**config.mk**
```make
export PLATFORM = sky130hd
export DESIGN_NAME = car_renderer
export DESIGN_NICKNAME = d
export VERILOG_FILES = /design/src/rtl/car_renderer.sv
export SDC_FILE = /design/constraint.sdc
export NUM_CORES = 1
export LEC_CHECK = 0
export BUFFER_PORTS_ARGS = -buffer_cell sky130_fd_sc_hd__buf_2
export CORE_UTILIZATION = 55
export CTS_CLUSTER_DIAMETER = 50
export DETAILED_ROUTE_END_ITERATION = 8
export HOLD_SLACK_MARGIN = 0.15
export PLACE_DENSITY = 0.87
export SYNTH_ARGS = -nofsm -noshare
export SYNTH_HDL_FRONTEND = slang
export SYNTH_SLANG_ARGS = --single-unit
```
**constraint.sdc**
```tcl
create_clock -name Clock -period 5.1 [get_ports Clock]
set_input_delay 0.51 -clock Clock [delete_from_list [all_inputs] [get_ports Clock]]
set_output_delay 0.51 -clock Clock [all_outputs]
set_load 0.01 [all_outputs]
```
**src/rtl/car_renderer.sv**
```systemverilog
// Pixel generator for the race game: background fill, car sprite, erase and crash redraw.
// Optional wall-overlap detection is built when CAR_RENDERER_HITWALL_EN is defined.
module car_renderer #(
  parameter int SCREEN_W = 160,
  parameter int SCREEN_H = 120,
  parameter int CAR_W = 8,
  parameter int CAR_H = 8,
  parameter logic [2:0] TRANSPARENT = 3'b000,
  parameter logic [2:0] WALL_COLOUR = 3'b100,
  parameter logic [2:0] CRASH_COLOUR = 3'b110
) (
  input  logic Clock,
  input  logic Reset,
  input  logic draw_background,
  input  logic draw_car,
  input  logic draw_over_car,
  input  logic draw_fix_car,
  input  logic [7:0] car_x,
  input  logic [6:0] car_y,
  output logic [14:0] bg_addr,
  input  logic [2:0] bg_data,
  output logic [$clog2(CAR_W*CAR_H)-1:0] spr_addr,
  input  logic [2:0] spr_data,
  output logic [7:0] vga_x,
  output logic [6:0] vga_y,
  output logic [2:0] vga_colour,
  output logic vga_plot,
  output logic DoneDrawBackground,
  output logic DoneDrawCar,
  output logic DoneDrawOverCar,
  output logic DoneFixCar,
  output logic HitWall
);

  localparam logic [2:0] S_IDLE  = 3'd0;
  localparam logic [2:0] S_BG    = 3'd1;
  localparam logic [2:0] S_CAR   = 3'd2;
  localparam logic [2:0] S_OVER  = 3'd3;
  localparam logic [2:0] S_FIX   = 3'd4;
  localparam logic [2:0] S_DRAIN = 3'd5;
  localparam logic [2:0] S_DONE  = 3'd6;

  localparam logic [1:0] OP_BG   = 2'd0;
  localparam logic [1:0] OP_CAR  = 2'd1;
  localparam logic [1:0] OP_OVER = 2'd2;
  localparam logic [1:0] OP_FIX  = 2'd3;

  localparam int CCB = $clog2(CAR_W);
  localparam int CRB = $clog2(CAR_H);
  localparam logic [7:0] BG_LAST_X  = 8'(SCREEN_W - 1);
  localparam logic [6:0] BG_LAST_Y  = 7'(SCREEN_H - 1);
  localparam logic [7:0] CAR_LAST_X = 8'(CAR_W - 1);
  localparam logic [6:0] CAR_LAST_Y = 7'(CAR_H - 1);

  logic [2:0] state;
  logic [1:0] op;
  logic [7:0] col;
  logic [6:0] row;
  logic       drain_cnt;
  logic       active_req, drawing, abort, bg_used;
  logic [7:0] last_x;
  logic [6:0] last_y;
  logic [8:0] cx_p0;
  logic [7:0] cy_p0;
  logic       in_range_p0;

  logic       vld_p1;
  logic [1:0] op_p1;
  logic [7:0] x_p1;
  logic [6:0] y_p1;
  logic       in_range_p1;
  logic       opaque_p1, plot_p1;
  logic [2:0] colour_p1;

  // Fast path relies on 160 = 128 + 32; other widths fall back to a multiply.
  function automatic logic [14:0] pix_addr(input logic [8:0] x, input logic [7:0] y);
    logic [14:0] yw, xw;
    yw = 15'(y);
    xw = 15'(x);
    if (SCREEN_W == 160) pix_addr = (yw << 7) + (yw << 5) + xw;
    else                 pix_addr = yw * 15'(SCREEN_W) + xw;
  endfunction

  always_comb begin
    active_req = 1'b0;
    case (op)
      OP_BG:   active_req = draw_background;
      OP_CAR:  active_req = draw_car;
      OP_OVER: active_req = draw_over_car;
      default: active_req = draw_fix_car;
    endcase
  end

  assign drawing = (state == S_BG) || (state == S_CAR) || (state == S_OVER) || (state == S_FIX);
  assign abort   = (drawing || (state == S_DRAIN)) && !active_req;
  assign last_x  = (state == S_BG) ? BG_LAST_X : CAR_LAST_X;
  assign last_y  = (state == S_BG) ? BG_LAST_Y : CAR_LAST_Y;

  // Stage 0: counters form the screen coordinate and the ROM addresses
  assign cx_p0 = (state == S_BG) ? {1'b0, col} : {1'b0, car_x} + {1'b0, col};
  assign cy_p0 = (state == S_BG) ? {1'b0, row} : {1'b0, car_y} + {1'b0, row};
  assign in_range_p0 = (cx_p0 < 9'(SCREEN_W)) && (cy_p0 < 8'(SCREEN_H));

`ifdef CAR_RENDERER_HITWALL_EN
  assign bg_used = (state == S_BG) || (state == S_CAR) || (state == S_OVER);
`else
  assign bg_used = (state == S_BG) || (state == S_OVER);
`endif
  assign bg_addr  = bg_used ? pix_addr(cx_p0, cy_p0) : 15'd0;
  assign spr_addr = {row[CRB-1:0], col[CCB-1:0]};

  always_ff @(posedge Clock or posedge Reset) begin
    if (Reset) begin
      state <= S_IDLE;
      op <= OP_BG;
      col <= '0;
      row <= '0;
      drain_cnt <= 1'b0;
      DoneDrawBackground <= 1'b0;
      DoneDrawCar <= 1'b0;
      DoneDrawOverCar <= 1'b0;
      DoneFixCar <= 1'b0;
    end else begin
      case (state)
        S_IDLE: begin
          col <= '0;
          row <= '0;
          if (draw_background)    begin state <= S_BG;   op <= OP_BG;   end
          else if (draw_car)      begin state <= S_CAR;  op <= OP_CAR;  end
          else if (draw_over_car) begin state <= S_OVER; op <= OP_OVER; end
          else if (draw_fix_car)  begin state <= S_FIX;  op <= OP_FIX;  end
        end
        S_BG, S_CAR, S_OVER, S_FIX: begin
          if (abort) state <= S_IDLE;
          else if (col == last_x) begin
            col <= '0;
            if (row == last_y) begin
              state <= S_DRAIN;
              drain_cnt <= 1'b0;
            end else row <= row + 7'd1;
          end else col <= col + 8'd1;
        end
        S_DRAIN: begin
          if (abort) state <= S_IDLE;
          else if (drain_cnt) begin
            state <= S_DONE;
            case (op)
              OP_BG:   DoneDrawBackground <= 1'b1;
              OP_CAR:  DoneDrawCar <= 1'b1;
              OP_OVER: DoneDrawOverCar <= 1'b1;
              default: DoneFixCar <= 1'b1;
            endcase
          end else drain_cnt <= 1'b1;
        end
        S_DONE: begin
          if (!active_req) begin
            state <= S_IDLE;
            DoneDrawBackground <= 1'b0;
            DoneDrawCar <= 1'b0;
            DoneDrawOverCar <= 1'b0;
            DoneFixCar <= 1'b0;
          end
        end
        default: state <= S_IDLE;
      endcase
    end
  end

  // Stage 1: ROM data arrives, pixel colour and plot decision are selected
  always_ff @(posedge Clock or posedge Reset) begin
    if (Reset) vld_p1 <= 1'b0;
    else       vld_p1 <= drawing && !abort;
  end

  always_ff @(posedge Clock) begin
    op_p1 <= op;
    x_p1 <= cx_p0[7:0];
    y_p1 <= cy_p0[6:0];
    in_range_p1 <= in_range_p0;
  end

  assign opaque_p1 = (spr_data != TRANSPARENT);

  always_comb begin
    colour_p1 = bg_data;
    plot_p1 = in_range_p1;
    case (op_p1)
      OP_BG:   begin colour_p1 = bg_data;      plot_p1 = 1'b1; end
      OP_CAR:  begin colour_p1 = spr_data;     plot_p1 = in_range_p1 && opaque_p1; end
      OP_OVER: begin colour_p1 = bg_data;      plot_p1 = in_range_p1; end
      default: begin colour_p1 = CRASH_COLOUR; plot_p1 = in_range_p1 && opaque_p1; end
    endcase
  end

  // Stage 2: registered VGA write port
  always_ff @(posedge Clock or posedge Reset) begin
    if (Reset) begin
      vga_plot <= 1'b0;
      vga_x <= '0;
      vga_y <= '0;
      vga_colour <= '0;
    end else begin
      vga_plot <= vld_p1 && plot_p1 && !abort;
      if (vld_p1) begin
        vga_x <= x_p1;
        vga_y <= y_p1;
        vga_colour <= colour_p1;
      end
    end
  end

`ifdef CAR_RENDERER_HITWALL_EN
  logic hit_sticky;

  // The sticky bit settles one edge before DRAIN hands over to DONE.
  always_ff @(posedge Clock or posedge Reset) begin
    if (Reset) begin
      hit_sticky <= 1'b0;
      HitWall <= 1'b0;
    end else begin
      if ((state == S_IDLE) && !draw_background && draw_car) hit_sticky <= 1'b0;
      else if (vld_p1 && (op_p1 == OP_CAR) && in_range_p1 && opaque_p1 && (bg_data == WALL_COLOUR))
        hit_sticky <= 1'b1;
      if ((state == S_DRAIN) && !abort && drain_cnt && (op == OP_CAR)) HitWall <= hit_sticky;
    end
  end
`else
  assign HitWall = 1'b0;
`endif

endmodule

```
# After elaboration in Yosys (flattened, before gate mapping)
# Index checks and enable logic that the tools add are counted.
[totals]
ff_bits = 63
input_bits = 27
word_cells = 138
[op_classes]
addsub = 6
order_cmp = 2
eq_ne = 27
mux = 52
n_reduce_logical = 33
[op_table]
columns = ["op", "count"]
rows = [
  ["$mux 8", 4],
  ["$mux 3", 10],
  ["$reduce_and 5->1", 6],
  ["$mux 7", 4],
  ["$mux 1", 17],
  ["$ne 2x2->1 const B", 8],
  ["$pmux 8 s2", 1],
  ["$add 15x13->15", 1],
  ["$add 15x9->15", 1],
  ["$mux 15", 1],
  ["$pmux 7 s2", 1],
  ["$pmux 1 s2", 6],
  ["$pmux 3 s4", 1],
  ["$add 8x8->9", 1],
  ["$eq 3x3->1 const B", 3],
  ["$lt 9x8->1 const B", 1],
  ["$mux 9", 1],
  ["$ne 3x3->1 const B", 3],
  ["$add 7x7->8", 1],
  ["$add 8x1->8 const B", 1],
  ["$eq 8x8->1", 1],
  ["$lt 8x7->1 const B", 1],
  ["$mux 2", 4],
  ["$add 7x1->7 const B", 1],
  ["other kinds (22)", 41],
]

# Depth between registers and ports, before layout
[logic_depth]
word_depth = 8
ltp_mapped = 17
mapped_depth_nobuf = 17

# Worst setup path after synthesis
# No wires, ideal clock.
[synth_timing]
path_kind = "in2out"
start = "input car_x[1]"
end = "output bg_addr[13]"
arrival_time_ns = 3.888
path_slack_ns = 0.702
stages = 15
path_cell_list = "ha_1 > a21o_1 > a211oi_1 > o31ai_1 > xor2_1 > a21oi_1 > fa_1 > inv_1 > ha_1 > a21o_1 > a21oi_1 > o21bai_1 > a2111oi_0 > nor3_1 > nor3b_1"
[synth_via]
elab_chain_len = 4
[synth_lines]
columns = ["element", "line", "text"]
rows = [
  ["start: declaration", "18", "input logic [7:0] car_x,"],
  ["$add 8x8->9", "100", "assign cx_p0 = (state == S_BG) ? {1'b0, col} : {1'b0, car_x} + {1'b0, col};"],
  ["$mux 9", "100", ""],
  ["$add 15x9->15", "80", "if (SCREEN_W == 160) pix_addr = (yw << 7) + (yw << 5) + xw;"],
  ["$mux 15", "109", "assign bg_addr = bg_used ? pix_addr(cx_p0, cy_p0) : 15'd0;"],
  ["end: declaration", "20", "output logic [14:0] bg_addr,"],
]
# Every way passes these cells.

# Final worst setup path
[layout_timing]
start = "register col[0]"
end = "output bg_addr[14]"
[layout_via]
elab_chain_len = 4
[layout_lines]
columns = ["element", "line", "text"]
rows = [
  ["start: declaration", "57", "logic [7:0] col;"],
  ["start signal: assignment", "141", "end else col <= col + 8'd1;"],
  ["$add 8x8->9", "100", ""],
  ["$mux 9", "100", ""],
  ["named net cx_p0[6]", "63", "logic [8:0] cx_p0;"],
  ["$add 15x9->15", "80", ""],
  ["$mux 15", "109", ""],
]
# The timed path passes the listed nets, and every way through them passes these cells.

==> results.toml <==
[logic_synthesis]
synth_area_leaders = "dfrtp_1 (29%), ha_1 (10%), dfxtp_1 (9.2%), mux2_2 (4.9%), nand2_1 (4.2%)"
avgSynthCellArea_um2 = 9.29
synth_edf_count = 0
synth_nets = 485
syn_inst = 422
yosys.area.top_type_share = 0.287
synthDistinctLibCells = 58
yosysTopAreaCell = "dfrtp_1"
yosysMostFrequentCell = "dfrtp_1"
synthFlopType = "dfrtp_1"
async_reset_ff_frac = 0.714
synth_area_mm2 = 0.00392
ys_ff_latch = 63
ys_top_cells_by_count = "dfrtp_1 (45), nand2_1 (44), nor2_1 (33)"
yosysSeqAreaShare = 0.379
yosys_warnings = 0

[routing]
wl_per_cell_um = 14.4
vias = 3323
routed_via_density = 5.65
ant_nets = 0
drc = 0
first_pass_iters = 6
drtIter0Drc = 201
routed_wirelength_um = 8490

[floorplanning]
num_io_pins = 72
die_height_um = 86.4
fp.coreArea_mm2 = 0.00683
die_area_mm2 = 0.00747
die_x_um = 86.4
placementRows = 30
start_util = 0.574

[hold_path]
min_path_type = "primary input to asynchronous set/reset pin"

[setup_path]
cpMostUsedCell = "ha_1"
startpoint_type = "register"
path_buf_inv = 2
max_stage_delay_ns = 0.45
cpMaxStageDelayCell = "dfrtp_1"
cp.arrival_ns = 4.37
crit_family = "adder cells"
crit_chain = "ha_1, fa_1, a21oi_2, o21ai_0, a21oi_2, xnor2_1, a21o_1, ha_1, ha_1, inv_1, fa_1, nor2b_1, o21ai_0, nand2b_1, a311o_1, a21oi_1, nor3b_1, buf_2"
critPathRequiredTime_ns = 4.59
endpoint_kind = "output port"
crit_type = "register to output port"
cp_max_fo = 7

[place]
dp_cells = 572
hpwl_um = 6220
port_buffers = 70
placed_cell_area_mm2 = 0.00429
gp_congestion = 0.874
post-place-ws_ns = 0.188

[global_route]
grt_pass1_vias = 3127
grtUsageTotal = 0.235
grt_max_degree = 46
grt_pass1_wl_um = 13900
antenna_found_initial = 0
overflow = 0

[clock_network]
htreeDepth = 3
root_buffer = "clkbuf_8"
cts_setup_buffers = 0
clock-sinks = 63
cts_buffers = 9
clk_latency_ns = 0.35
cts_tree = "done"
path_clk_slew_ns = 0.08
clock_path_buffers = 2

[timing]
hold_viol = 0
period_needed_ns = 4.88
setup_viol = 0
timing.final.crit_share = 0.956
drv_slew = 0
setup_tns_ns = 0
layout_setup_ws_ns = 0.222
fmax_mhz = 205
worst_pin_slew_ns = 0.783
slew_headroom = 0.471
skew_ns = 0.0127

[power_and_ir_drop]
p_switching_mw = 1.38
p_clk_frac = 0.143
intPower_mw = 1.71
power.leakage_nw = 2.21
ir_drop_uv = 284
comb_power_share = 0.577
p_sw_frac = 0.447
seq_power_share = 0.280
powerDensity_mw_per_mm2 = 682
p_total_mw = 3.09

[layout]
area_growth_pct = 15.5
finalNetCount = 550
num_antenna_cells = 0
fin_cells = 588
layout-drive-gt1-share = 0.244
design_area_mm2 = 0.00453

[outcome]
status = "finished, final reports clean"

[run]
max_cap_violations = 0
[power groups by stage]
stage / clock [mW] / combinational, mW / sequential, mW
final: 0.442 / 1.78 / 0.864
after global routing: 0.466 / 1.98 / 0.895
after CTS: 0.451 / 1.73 / 0.864
after detailed placement: 0 / 1.68 / 0.874
after global placement: 0 / 1.63 / 0.859
after floorplan: 0 / 1.27 / 0.853
[through the flow]
step	hold slack (ns)	utilization
floorplan	0.409	-
global placement	0.439	0.628
detailed placement	0.439	0.628
CTS	0.301	0.659
global route	0.351	0.663
finish	0.295	0.663
[area by class of cell]
| class | instances | area (um2) |
|---|---|---|
| Clock buffer | 10 | 138 |
| Clock inverter | 6 | 67.6 |
| Fill cell | 551 | 2300 |
| Inverter | 22 | 82.6 |
| Multi-Input combinational cell | 318 | 2260 |
| Sequential cell | 63 | 1490 |
| Tap cell | 96 | 120 |
| Timing Repair Buffer | 73 | 373 |
[sequential cells by signal (all words and copies together), names as in the netlist, 2 cells and up]
signal and count:
vga_colour 3, x_p1 8, vga_y 7, y_p1 7, row 7, op_p1 2, col 8, vga_x 8
op 2, state 3
[tightest hold or removal path: cells and delay by family]
family                 cells  cell delay [ns]
buffers and inverters      3             0.59
[placed cells by master (no fill, tap or decap), types with 4 or more instances in the layout]
| master | count |
|---|---|
| dfrtp_1 | 45 |
| nor3b_1 | 8 |
| xnor2_1 | 12 |
| a31oi_1 | 4 |
| buf_2 | 70 |
| a21oi_1 | 24 |
| nand3_1 | 12 |
| inv_1 | 21 |
| nand2b_1 | 4 |
| clkbuf_8 | 10 |
| nor3_1 | 8 |
| o21ai_0 | 32 |
| o31ai_1 | 5 |
| a21o_1 | 9 |
| nor2b_1 | 5 |
| and3_1 | 4 |
| mux2_2 | 17 |
| and2_1 | 6 |
| dfxtp_1 | 18 |
| fa_1 | 4 |
| ha_1 | 32 |
| xor2_1 | 7 |
| nor2_1 | 33 |
| nand2_1 | 44 |
[per-layer routing]
layer	vias to the layer above	track usage	wire, um
met1	1551	0.288	3720
met3	19	0.0562	430
met5	-	0	0
met4	0	0.0773	142
met2	120	0.407	4200
li1	1633	-	-
[worst paths after layout]
check                            from             to  slack (ns)  depth (start not counted)
max                            col[0]    bg_addr[14]        0.22                         18
min                             Reset       vga_x[6]        0.29                          3
max reg2reg                  state[2]         row[6]        2.21                          6
min reg2reg                     op[1]       op_p1[1]        0.46                          0
max in group asynchronous       Reset     DoneFixCar        4.41                          3
min in group Clock         bg_data[0]  vga_colour[0]        0.45                          3
[kinds of logic after synthesis]
kind of cell,after synthesis,synth area share
buf+inv,41,0.0520
xor+xnor,19,0.0425
other cells,1,0.000957
compound gates,104,0.168
simple gates,137,0.173
mux,21,0.0622
fa+ha+maj,36,0.123
flops,63,0.379
[what timing repair did]
action / in CTS / in global routing
hold buffers: 0 / 0
resized for setup: 1 / 6
setup endpoints to repair: 1 / 2
pin swaps: 0 / 3
No activity file was read; power rests on OpenSTA's default activity.
